[src/rtl/alu_seq_exec.sv]
// -----------------------------------------------------------------------------
// alu_seq_exec
//   Multi-cycle integer execute unit. One request (ALUControl, SrcA, SrcB) is
//   taken over a valid/ready handshake. Its result is returned over a second
//   valid/ready handshake. The unit holds one operation at a time.
//
//   Shifts take one cycle per bit of shift amount. Defining ALU_BARREL_SHIFT_EN
//   changes this: shifts then finish in one cycle, like every other operation.
//
// Ports
//   clk, reset             rising-edge clock, synchronous active-high reset
//   in_valid / in_ready    request handshake (in_ready only in IDLE, out of reset)
//   ALUControl             4-bit operation code
//   SrcA, SrcB             operands (SrcA = PC for auipc, shamt = SrcB[SHAMT_W-1:0])
//   out_valid / out_ready  result handshake
//   ALUResult, Zero        registered result and result==0 flag
//   Illegal                registered: the captured code was unsupported
// -----------------------------------------------------------------------------
module alu_seq_exec #(
    parameter int XLEN    = 32,
    parameter int SHAMT_W = 5
) (
    input  logic            clk,
    input  logic            reset,
    input  logic            in_valid,
    output logic            in_ready,
    input  logic [3:0]      ALUControl,
    input  logic [XLEN-1:0] SrcA,
    input  logic [XLEN-1:0] SrcB,
    output logic            out_valid,
    input  logic            out_ready,
    output logic [XLEN-1:0] ALUResult,
    output logic            Zero,
    output logic            Illegal
);

    localparam logic [3:0] OP_ADD   = 4'b0000;
    localparam logic [3:0] OP_SUB   = 4'b0001;
    localparam logic [3:0] OP_AND   = 4'b0010;
    localparam logic [3:0] OP_OR    = 4'b0011;
    localparam logic [3:0] OP_XOR   = 4'b0100;
    localparam logic [3:0] OP_SLT   = 4'b0101;
    localparam logic [3:0] OP_SLTU  = 4'b0110;
    localparam logic [3:0] OP_AUIPC = 4'b1000;
    localparam logic [3:0] OP_SLL   = 4'b1010;
    localparam logic [3:0] OP_SRA   = 4'b1011;
    localparam logic [3:0] OP_SRL   = 4'b1100;
    localparam logic [3:0] OP_LUI   = 4'b1101;

    typedef enum logic [1:0] {S_IDLE, S_SHIFT, S_DONE} state_t;

    state_t               state;
    logic [SHAMT_W-1:0]   cnt;        // shift bits still to apply
    logic [3:0]           op_q;       // shift kind held during SHIFT
    logic [XLEN-1:0]      comb_res;
    logic                 comb_ill;
    logic                 is_shift;
    logic                 go_iter;
    logic [SHAMT_W-1:0]   shamt;
    logic [XLEN-1:0]      next_shift;

    assign shamt    = SrcB[SHAMT_W-1:0];
    assign is_shift = (ALUControl == OP_SLL) || (ALUControl == OP_SRA) ||
                      (ALUControl == OP_SRL);

`ifdef ALU_BARREL_SHIFT_EN
    assign go_iter = 1'b0;
`else
    // A zero-length shift is just a copy of SrcA. It takes the single-cycle path.
    assign go_iter = is_shift && (shamt != '0);
`endif

    assign in_ready  = (state == S_IDLE) && !reset;
    assign out_valid = (state == S_DONE);

    // Single-bit step of the iterative shifter. ALUResult is the working value
    // while in SHIFT. Nobody observes it there because out_valid is low.
    function automatic logic [XLEN-1:0] shift1(input logic [3:0] op,
                                               input logic [XLEN-1:0] v);
        case (op)
            OP_SLL:  shift1 = {v[XLEN-2:0], 1'b0};
            OP_SRA:  shift1 = {v[XLEN-1], v[XLEN-1:1]};
            default: shift1 = {1'b0, v[XLEN-1:1]};
        endcase
    endfunction

    assign next_shift = shift1(op_q, ALUResult);

    always_comb begin
        comb_res = '0;
        comb_ill = 1'b0;
        case (ALUControl)
            OP_ADD:   comb_res = SrcA + SrcB;
            OP_SUB:   comb_res = SrcA - SrcB;
            OP_AND:   comb_res = SrcA & SrcB;
            OP_OR:    comb_res = SrcA | SrcB;
            OP_XOR:   comb_res = SrcA ^ SrcB;
            OP_SLT:   comb_res = {{(XLEN-1){1'b0}}, ($signed(SrcA) < $signed(SrcB))};
            OP_SLTU:  comb_res = {{(XLEN-1){1'b0}}, (SrcA < SrcB)};
            OP_AUIPC: comb_res = SrcA + SrcB;
            OP_LUI:   comb_res = SrcB;
`ifdef ALU_BARREL_SHIFT_EN
            OP_SLL:   comb_res = SrcA << shamt;
            OP_SRA:   comb_res = XLEN'($signed(SrcA) >>> shamt);
            OP_SRL:   comb_res = SrcA >> shamt;
`else
            // Only reached on this path with shamt == 0.
            OP_SLL, OP_SRA, OP_SRL: comb_res = SrcA;
`endif
            default:  comb_ill = 1'b1;
        endcase
    end

    always_ff @(posedge clk) begin
        if (reset) begin
            state     <= S_IDLE;
            ALUResult <= '0;
            Zero      <= 1'b0;
            Illegal   <= 1'b0;
            cnt       <= '0;
            op_q      <= '0;
        end else begin
            case (state)
                S_IDLE: begin
                    if (in_valid) begin
                        if (go_iter) begin
                            ALUResult <= SrcA;
                            cnt       <= shamt;
                            op_q      <= ALUControl;
                            Zero      <= 1'b0;
                            Illegal   <= 1'b0;
                            state     <= S_SHIFT;
                        end else begin
                            ALUResult <= comb_res;
                            Zero      <= (comb_res == '0);
                            Illegal   <= comb_ill;
                            state     <= S_DONE;
                        end
                    end
                end
                S_SHIFT: begin
                    ALUResult <= next_shift;
                    cnt       <= cnt - 1'b1;
                    if (cnt == SHAMT_W'(1)) begin
                        Zero  <= (next_shift == '0);
                        state <= S_DONE;
                    end
                end
                S_DONE: begin
                    if (out_ready)
                        state <= S_IDLE;
                end
                default: state <= S_IDLE;
            endcase
        end
    end

endmodule
[config.mk]
export PLATFORM = sky130hd
export DESIGN_NAME = alu_seq_exec
export DESIGN_NICKNAME = d
export VERILOG_FILES = /design/src/rtl/alu_seq_exec.sv
export SDC_FILE = /design/constraint.sdc
export NUM_CORES = 1
export LEC_CHECK = 0
export BUFFER_PORTS_ARGS = -buffer_cell sky130_fd_sc_hd__buf_2
export CAP_MARGIN = 20
export CELL_PAD_IN_SITES_DETAIL_PLACEMENT = 1
export CELL_PAD_IN_SITES_GLOBAL_PLACEMENT = 1
export CORE_AREA = 2 2 150 152
export DETAILED_ROUTE_END_ITERATION = 7
export DIE_AREA = 0 0 152 154
export MAX_ROUTING_LAYER = met4
export PLACE_DENSITY = 0.77
export SLEW_MARGIN = 40
export SYNTH_ARGS = -nofsm -noshare
export SYNTH_HDL_FRONTEND = slang
export SYNTH_SLANG_ARGS = --single-unit
[constraint.sdc]
create_clock -name clk -period 4.3 [get_ports clk]
set_input_delay 0.43 -clock clk [delete_from_list [all_inputs] [get_ports clk]]
set_output_delay 0.43 -clock clk [all_outputs]
set_load 0.05 [all_outputs]
* After elaboration in Yosys (flattened, before gate mapping) *
Index checks and enable logic that the tools add are counted.

operators by class
  bitwise logic cells = 3
  $lt $le $gt $ge = 2
  add/sub/neg operators = 3
  reduce and logical (&&, ||, !) cells = 20
  eq/ne operators = 20
  multiplexer cells = 19

operator list
  kind                   count
  $pmux W32 S9           1
  $pmux W32 S2           2
  $logic_not A32 Y1      2
  $lt A32 B32 Y1         2
  $mux W32               2
  $add A32 B32 Y32       1
  $and A32 B32 Y32       1
  $or A32 B32 Y32        1
  $sub A32 B32 Y32       1
  $xor A32 B32 Y32       1
  $eq A4 B4 Y1 const B   7
  $eq A4 B3 Y1 const B   3
  $reduce_and A3 Y1      4
  $reduce_or A12 Y1      1
  $mux W5                2
  $pmux W5 S2            1
  $eq A4 B2 Y1 const B   2
  $mux W2                4
  $ne A2 B2 Y1 const B   3
  $pmux W2 S3            1
  $eq A5 B1 Y1 const B   1
  $mux W1                5
  $reduce_bool A5 Y1     1
  $sub A5 B1 Y5 const B  1
  14 further kinds       17

word-level totals
  output and inout port bits = 36
  flip-flop bits (word level) = 45

* Longest topological paths before layout *
Gate-level depths: netlist of run 1.

  word-level depth = 7
  depth in mapped cells = 15
  depth with buffers taken out = 15

* Worst setup path after synthesis of run 1 *
Ideal clock, no wire load.

  kind = input-to-reg
  start point = input port SrcA[0]
  end point = register Zero
  library setup time = 0.088 ns
  data arrival time = 3.319 ns
  data required time = 4.212 ns
  stages on the path = 12
  buffers on the path = 0
  slack = 0.893 ns
  path through = ha_1 -> fa_1 -> a211oi_1 -> o211a_1 -> or3_1 -> nand2_1 -> a221o_1 -> a221oi_1 -> or4b_1 -> nor3_1 -> nand4_1 -> o32ai_2

on the way
  longest elaborated chain between the ends = 6
  elaborated cells on any way between the ends = 12
  those cells by class = add/sub (2); order compare (2); mux (4); bitwise (3); reduce/logical (1)

RTL lines
  element                                         line     text
  start, declared                                 28       input logic [XLEN-1:0] SrcA,
  $add A32 B32 Y32, or another cell as far along  93, 100
  $pmux W32 S9 *                                  92       case (ALUControl)
  $logic_not A32 Y1 *                             135      Zero <= (comb_res == '0);
  $mux W1 *                                       126      if (go_iter) begin
  $mux W1 *                                       125      if (in_valid) begin
  $pmux W1 S2 *                                   123      case (state)
  end signal, assigned                            135
  end signal, assigned                            145      Zero <= (next_shift == '0);
  end, declared                                   33       output logic Zero,

Mark *: on every way between the ends. The rest lies on a longest branch, timed or not. The select of a mux whose other input is x is not followed.
A chain may end at the register's enable or synchronous reset.

* Worst setup path after layout of run 1 *
  start point = input port SrcA[10]
  end point = register Zero

The elaborated chain is that of the path after synthesis.

==> results.tsv, run 1 <==
stage	metric	value	unit
power_and_ir_drop	clock network power share	19.1	%
critical_path	worst endpoint required time	4.52	ns
clock_network	clk_lat worst skew	0.30	ns
power_and_ir_drop	Leakage	4.30	nW
synthesis	leading cell types by count after synthesis	nor2_1, a21oi_1, nand2_1	
synthesis	synth top area cells	ha_1, dfxtp_1, a21oi_1	
clock_network	Reg clk slew, reported paths	0.07	ns
floorplan	core area	21700	sq um
critical_path	crit-path max FO	9	
sta	Final setup viols	0	
clock_network	H-tree depth	2	
sta	worst clock skew	0.00894	ns
synthesis	Post-synth EDFFs	0	
floorplan	Initial Utilization	39.8	%
placement	pre-CTS setup slack	-0.141	ns
min_path	Hold WC Path Type	in2reg	
critical_path	Worst R2R Setup Slack	1.55	ns
placement	detailed-placement wirelength estimate	31.2	mm
final_layout	Nets	1536	
synthesis	Synth cell types	85	
sta	Worst slew margin	49.8	%
power_and_ir_drop	Cell Pwr Density	245	nW/um^2
sta	final worst slack	0.183	ns
synthesis	count leader, synth	nor2_1	
drt	Vias/cell	6.70	
final_layout	design area	9760	sq um
floorplan	Site Rows	54	
global_route	global-route wire length before repair	63.0	mm
final_layout	Layout area overhead	13.0	%
synthesis	syn_nets	1462	
synthesis	main combinational cell family by area after synthesis	compound AO/OA/AOI/OAI gates	
clock_network	CTS tree	done	
power_and_ir_drop	Sw Share	49.8	%
sta	setup TNS	0	ns
final_layout	filler instances	2851	
global_route	initial antenna violation count	0	
drt	DR iter-0 viols	1292	
synthesis	sequential share of the synthesized area	10.4	%
synthesis	Synth Register Bits	45	
placement	placed inst area	9580	sq um
critical_path	WS Path Type	in2reg	
sta	Final Cycle Share	95.7	%
power_and_ir_drop	Seq pwr share	22.0	%
critical_path	critical path cell sequence	buf_2, inv_1, ha_1, nor4_1, nand3_1, a211oi_1, nor3_1, a211oi_1, o31ai_1, a211oi_2, o2111ai_1, nor3_1, nand3b_1, o32ai_2	
floorplan	Chip Height	154	um
drt	DRC viols	0	
critical_path	critical path startpoint category	primary input	
critical_path	CP Capture Type	flip-flop	
sta	max frequency	243	MHz
power_and_ir_drop	combinational power share	58.9	%
synthesis	area share of the largest cell type after synthesis	14.2	%
clock_network	clock buffer depth	2	
floorplan	DIE AREA	23400	sq um
clock_network	total CTS buffers	5	
critical_path	Max stage delay on crit path	0.62	ns
floorplan	IO Count	108	
placement	Port-buffer cells	107	
synthesis	post-synthesis adder-cell area fraction	14.7	%
clock_network	CTS Sinks	45	
synthesis	compound-gate portion of the synthesized area	36.9	%
sta	worst-margin pin slew	0.733	ns
drt	first-pass detailed-route iteration total	6	
outcome	run status	complete, no violations	
sta	worst hold slack	0.470	ns
sta	RSZ-0062 raised after global routing	no	
global_route	vias in the first global route	11200	
placement	GP Congestion	1.02	
floorplan	die width	152	um
synthesis	mux cell area share after synthesis	3.09	%
drt	per-cell routed wire length	24.4	um
global_route	largest net degree at the start of global routing	49	
synthesis	Top FF cell, synth	dfxtp_1	
clock_network	hold_buf cts	0	
drt	final wirelength	40.1	mm
final_layout	fin cells	1645	
synthesis	synthesized area	8630	sq um
final_layout	fraction of layout cells with a size suffix above 1	14.4	%
final_layout	Ant. Diodes	0	
placement	placed insts	1637	
power_and_ir_drop	sw power	1.19	mW
sta	Min Clock Period, post-route	4.12	ns
synthesis	Synth Area in XOR/XNOR	0.913	%
clock_network	Root Driver	clkbuf_16	
global_route	gr usage total	33.9	%
synthesis	Synth area leader	ha_1	
power_and_ir_drop	VDD IR max	0.168	mV
sta	Hold Vio Cnt, Final	0	
synthesis	Synth Area in Simple Gates	25.3	%
synthesis	ys async rst share	0	%
global_route	Overflow after GRT	0	
job	Max-cap violations	0	
drt	via count	11000	
critical_path	critical path arrival	4.33	ns
synthesis	post-synthesis cell count	1290	
power_and_ir_drop	internal power	1.20	mW
synthesis	Synthesis Warnings	0	
synthesis	syn avg cell area	6.69	sq um
sta	Slew Limit Fails	0	
critical_path	slowest stage cell, crit path	nor4_1	
drt	ANT nets after route	0	
## stage by stage
step	utilization, %	total power [mW]
after CTS	44.9	2.35
final	45.0	2.39
after global routing	45.0	2.51
after global placement	44.1	1.86
after floorplan	-	1.42
after detailed placement	44.2	1.89
## kinds of logic after synthesis
| kind of cell | count (synthesis) |
|---|---|
| multiplexers | 26 |
| AO/OA/AOI/OAI | 454 |
| XOR/XNOR | 9 |
| AND/OR/NAND/NOR | 463 |
| flip-flops | 45 |
| buffers and inverters | 193 |
| adder cells (fa/ha/maj) | 100 |
## registers in the layout, indices dropped and copies added, names as in the netlist
register,flops
ALUResult,32
cnt,5
op_q,4
state,2
Illegal,1
Zero,1
## what timing repair did
action / in CTS / in global routing
buffers inserted: 0 / 0
setup endpoints to repair: 0 / 1
gates resized for setup: 0 / 1
## metal layers
metal / vias to the layer above / wire [um] / GRT usage (%)
met2: 546 / 17800 / 53.2
met3: 139 / 3040 / 5.19
met4: 0 / 1890 / 14.4
met5: - / 0 / -
met1: 5384 / 17300 / 43.4
li1: 4947 / - / -
## cells in the final DEF (no fill, tap or decap), drive strengths merged, types with 15 or more instances in the layout
| cell type | synthesis | final |
|---|---|---|
| buf | 22 | 159 |
| nor2 | 156 | 156 |
| a21oi | 119 | 119 |
| nand2 | 118 | 118 |
| inv | 100 | 100 |
| ha | 98 | 98 |
| o21ai | 56 | 56 |
| nor3 | 46 | 46 |
| dfxtp | 45 | 45 |
| nor4 | 26 | 26 |
| a221oi | 25 | 25 |
| nand3 | 24 | 24 |
| o211ai | 22 | 22 |
| mux2i | 21 | 21 |
| a211oi | 21 | 21 |
| a22oi | 19 | 19 |
| nand4 | 18 | 18 |
| a2111oi | 17 | 17 |
| nor2b | 16 | 16 |
| a21o | 15 | 15 |
| a31oi | 15 | 15 |
## worst max-delay path: cells and delay by family
family,cells,cell delay [ns]
AO/OA/AOI/OAI,6,1.90
AND/OR/NAND/NOR,5,1.32
adder cells (fa/ha/maj),1,0.46
buffers and inverters,2,0.22
## worst paths after layout
kind | start | to | depth (start not counted)
setup / recovery | SrcA[10] | Zero | 14
setup reg to reg | state[1] | Zero | 10
hold reg to reg | cnt[4] | cnt[4] | 2
hold / removal | out_ready | state[1] | 4
## power groups by stage
stage                     sequential [mW]  combinational, mW  clock (mW)
after global routing                0.531               1.51       0.476
after CTS                           0.523               1.37       0.459
after global placement              0.531               1.33           0
after floorplan                     0.639              0.779           0
final                               0.525               1.41       0.456
after detailed placement            0.532               1.36           0
## final cells by class
type                    count  area (sq um)  area share, %
clock inverters             2          38.8          0.397
inverters                 101           379           3.89
flip-flops and latches     45           901           9.23
well taps                 280           350           3.59
clock buffers               6           129           1.32
repair buffers            159           928           9.51
multi-input cells        1052          7030           72.1
No activity file was read; power rests on OpenSTA's default activity.
==> run 2, diff against run 1 <==
- CORE_AREA: 2 2 150 152 -> 2 2 145 147
- DIE_AREA: 0 0 152 154 -> 0 0 147 149
- PLACE_DENSITY: 0.77 -> 0.82
==> run 2 against run 1 <==
Hold slack worse by 0.041 ns. Maximum frequency up 0.47%. Via count increased by 0.91%. Register-to-register slack improved by 0.22 ns. Clock skew is 0.0071 ns lower. Setup slack gained 0.019 ns. Sequential power is essentially flat. Non-clock buffer count increased by 12. Critical endpoint unchanged. Largest power group unchanged.
==> results.tsv, run 2 (synthesis results as in run 1) <==
stage	metric	value	unit	change
power_and_ir_drop	Seq pwr share	22.4	%	was 22.0%
floorplan	IO Count	108		unchanged
drt	first-pass detailed-route iteration total	6		unchanged
clock_network	total CTS buffers	5		unchanged
sta	Slew Limit Fails	0		unchanged
floorplan	Initial Utilization	42.0	%	was 39.8%
job	Max-cap violations	0		unchanged
critical_path	Critical Path Start	SrcB[0]		was SrcA[10]
sta	RSZ-0062 raised after global routing	no		unchanged
clock_network	CTS Sinks	45		unchanged
critical_path	critical path startpoint category	primary input		unchanged
critical_path	critical path arrival	4.30	ns	was 4.33 ns
drt	Vias/cell	6.73		was 6.70
drt	per-cell routed wire length	24.2	um	was 24.4 um
min_path	Worst Hold End	state[0]		was state[1]
placement	placed inst area	9650	sq um	was 9580 sq um
global_route	global-route wire length before repair	60.6	mm	was 63.0 mm
clock_network	clk_lat worst skew	0.29	ns	was 0.30 ns
final_layout	Reg with most FFs	ALUResult		unchanged
clock_network	Root Driver	clkbuf_16		unchanged
global_route	gr usage total	36.1	%	was 33.9%
critical_path	worst-case reg-to-reg path depth	11		was 10
sta	Hold Vio Cnt, Final	0		unchanged
placement	Port-buffer cells	107		unchanged
power_and_ir_drop	sw power	1.18	mW	was 1.19 mW
drt	ANT nets after route	0		unchanged
drt	DR iter-0 viols	1180		was 1292
power_and_ir_drop	combinational power share	61.1	%	was 58.9%
sta	Worst slew margin	46.9	%	was 49.8%
floorplan	Chip Height	149	um	was 154 um
global_route	Overflow after GRT	0		unchanged
min_path	Min-Delay Startpoint	out_ready		unchanged
sta	max frequency	244	MHz	was 243 MHz
clock_network	clock buffer depth	2		unchanged
critical_path	CP Capture Type	flip-flop		unchanged
clock_network	CTS tree	done		unchanged
final_layout	biggest regs	ALUResult x32, cnt x5, op_q x4		unchanged
floorplan	Site Rows	53		was 54
final_layout	most common cell after layout, fill and taps aside	nor2_1		unchanged
critical_path	FF-to-FF Start	state[0]		was state[1]
drt	final wirelength	40.0	mm	was 40.1 mm
final_layout	most frequent cells in the layout	nor2_1, a21oi_1, nand2_1		unchanged
sta	Final Cycle Share	95.3	%	was 95.7%
sta	worst hold slack	0.429	ns	was 0.470 ns
floorplan	core area	20600	sq um	was 21700 sq um
final_layout	design area	9800	sq um	was 9760 sq um
clock_network	H-tree depth	2		unchanged
critical_path	reg-to-reg endpoint	Zero		unchanged
placement	GP Congestion	1.06		was 1.02
critical_path	crit-path max FO	6		was 9
clock_network	Post-CTS Repair Setup Buffers	0		unchanged
power_and_ir_drop	VDD IR max	0.147	mV	was 0.168 mV
sta	worst clock skew	0.00185	ns	was 0.00894 ns
final_layout	fin util	47.7	%	was 45.0%
power_and_ir_drop	internal power	1.16	mW	was 1.20 mW
min_path	hold depth	3		was 4
sta	Final setup viols	0		unchanged
power_and_ir_drop	clock network power share	16.5	%	was 19.1%
critical_path	WS Path Type	in2reg		unchanged
clock_network	Reg clk slew, reported paths	0.06	ns	was 0.07 ns
power_and_ir_drop	Sw Share	50.3	%	was 49.8%
min_path	Hold WC Path Type	in2reg		unchanged
final_layout	fraction of layout cells with a size suffix above 1	14.9	%	was 14.4%
floorplan	die width	147	um	was 152 um
sta	Min Clock Period, post-route	4.10	ns	was 4.12 ns
clock_network	post-CTS sizing	0		unchanged
global_route	initial antenna violation count	1		was 0
power_and_ir_drop	Leakage	4.34	nW	was 4.30 nW
final_layout	Layout area overhead	13.5	%	was 13.0%
outcome	run status	complete, no violations		unchanged
sta	worst-margin pin slew	0.786	ns	was 0.733 ns
drt	DRC viols	0		unchanged
sta	setup TNS	0	ns	unchanged
final_layout	Nets	1548		was 1536
floorplan	DIE AREA	21900	sq um	was 23400 sq um
final_layout	max FFs per register	32		unchanged
drt	via count	11100		was 11000
global_route	vias in the first global route	10800		was 11200
critical_path	Worst R2R Setup Slack	1.77	ns	was 1.55 ns
power_and_ir_drop	Cell Pwr Density	238	nW/um^2	was 245 nW/um^2
placement	detailed-placement wirelength estimate	31.4	mm	was 31.2 mm
critical_path	worst endpoint required time	4.51	ns	was 4.52 ns
clock_network	hold_buf cts	0		unchanged
global_route	largest net degree at the start of global routing	47		was 49
-- run 2: cell count changes in the layout (fill, tap and decap cells not counted), sizes merged --
cell	before	now
clkinv	2	1
clkbuf	6	7
bufinv	1	0
buf	159	171
diode	0	1
-- run 2: worst max-delay path by stage --
stage                 to  slack (ns)  depth (start not counted)
floorplan           Zero        0.89                         12
global placement    Zero        0.10                         13
detailed placement  Zero        0.03                         13
CTS                 Zero        0.32                         13
global route        Zero        0.16                         13
finish              Zero        0.20                         13
-- run 2: final cells by class --
| class | count | area, sq um |
|---|---|---|
| Tap cell | 275 | 344 |
| Clock buffer | 7 | 143 |
| Multi-Input combinational cell | 1052 | 7020 |
| Fill cell | 2787 | 10800 |
| Sequential cell | 45 | 901 |
| Timing Repair Buffer | 171 | 1020 |
| Antenna cell | 1 | 2.50 |
| Inverter | 101 | 379 |
-- run 2: power groups by stage --
stage / Clock [mW] / Sequential (mW) / Combinational, mW
3_3_place_gp: 0 / 0.528 / 1.35
5_1_grt: 0.409 / 0.529 / 1.52
4_1_cts: 0.393 / 0.521 / 1.39
2_1_floorplan: 0 / 0.639 / 0.779
3_5_place_dp: 0 / 0.530 / 1.38
6_report: 0.386 / 0.523 / 1.43
-- run 2: critical path: stages --
cell,delay (ns)
buf_2,0.16
ha_1,0.25
fa_1,0.47
a211oi_1,0.40
o211a_1,0.27
or3_1,0.19
nand2_1,0.09
a221o_1,0.35
a221oi_1,0.57
or4b_1,0.49
nor3_1,0.17
nand4_1,0.18
o32ai_2,0.27
-- run 2: routing by layer --
| layer | track usage [%] | wire, um | up-vias | part of all wire (%) |
|---|---|---|---|---|
| met2 | 56.8 | 17700 | 641 | 44 |
| li1 | - | - | 4986 | - |
| met3 | 5.96 | 3880 | 130 | 9.7 |
| met4 | 14.8 | 1860 | 0 | 4.6 |
| met1 | 46.3 | 16600 | 5359 | 41 |
| met5 | - | 0 | - | 0 |
-- run 2: metrics by stage --
| stage | setup WS [ns] | std cells | power (mW) |
|---|---|---|---|
| finish | 0.202 | 1652 | 2.34 |
| global route | 0.161 | 1652 | 2.46 |
| CTS | 0.324 | 1651 | 2.30 |
| detailed placement | 0.0265 | 1644 | 1.91 |
| global placement | 0.100 | 1644 | 1.88 |
| floorplan | 0.893 | 1290 | 1.42 |
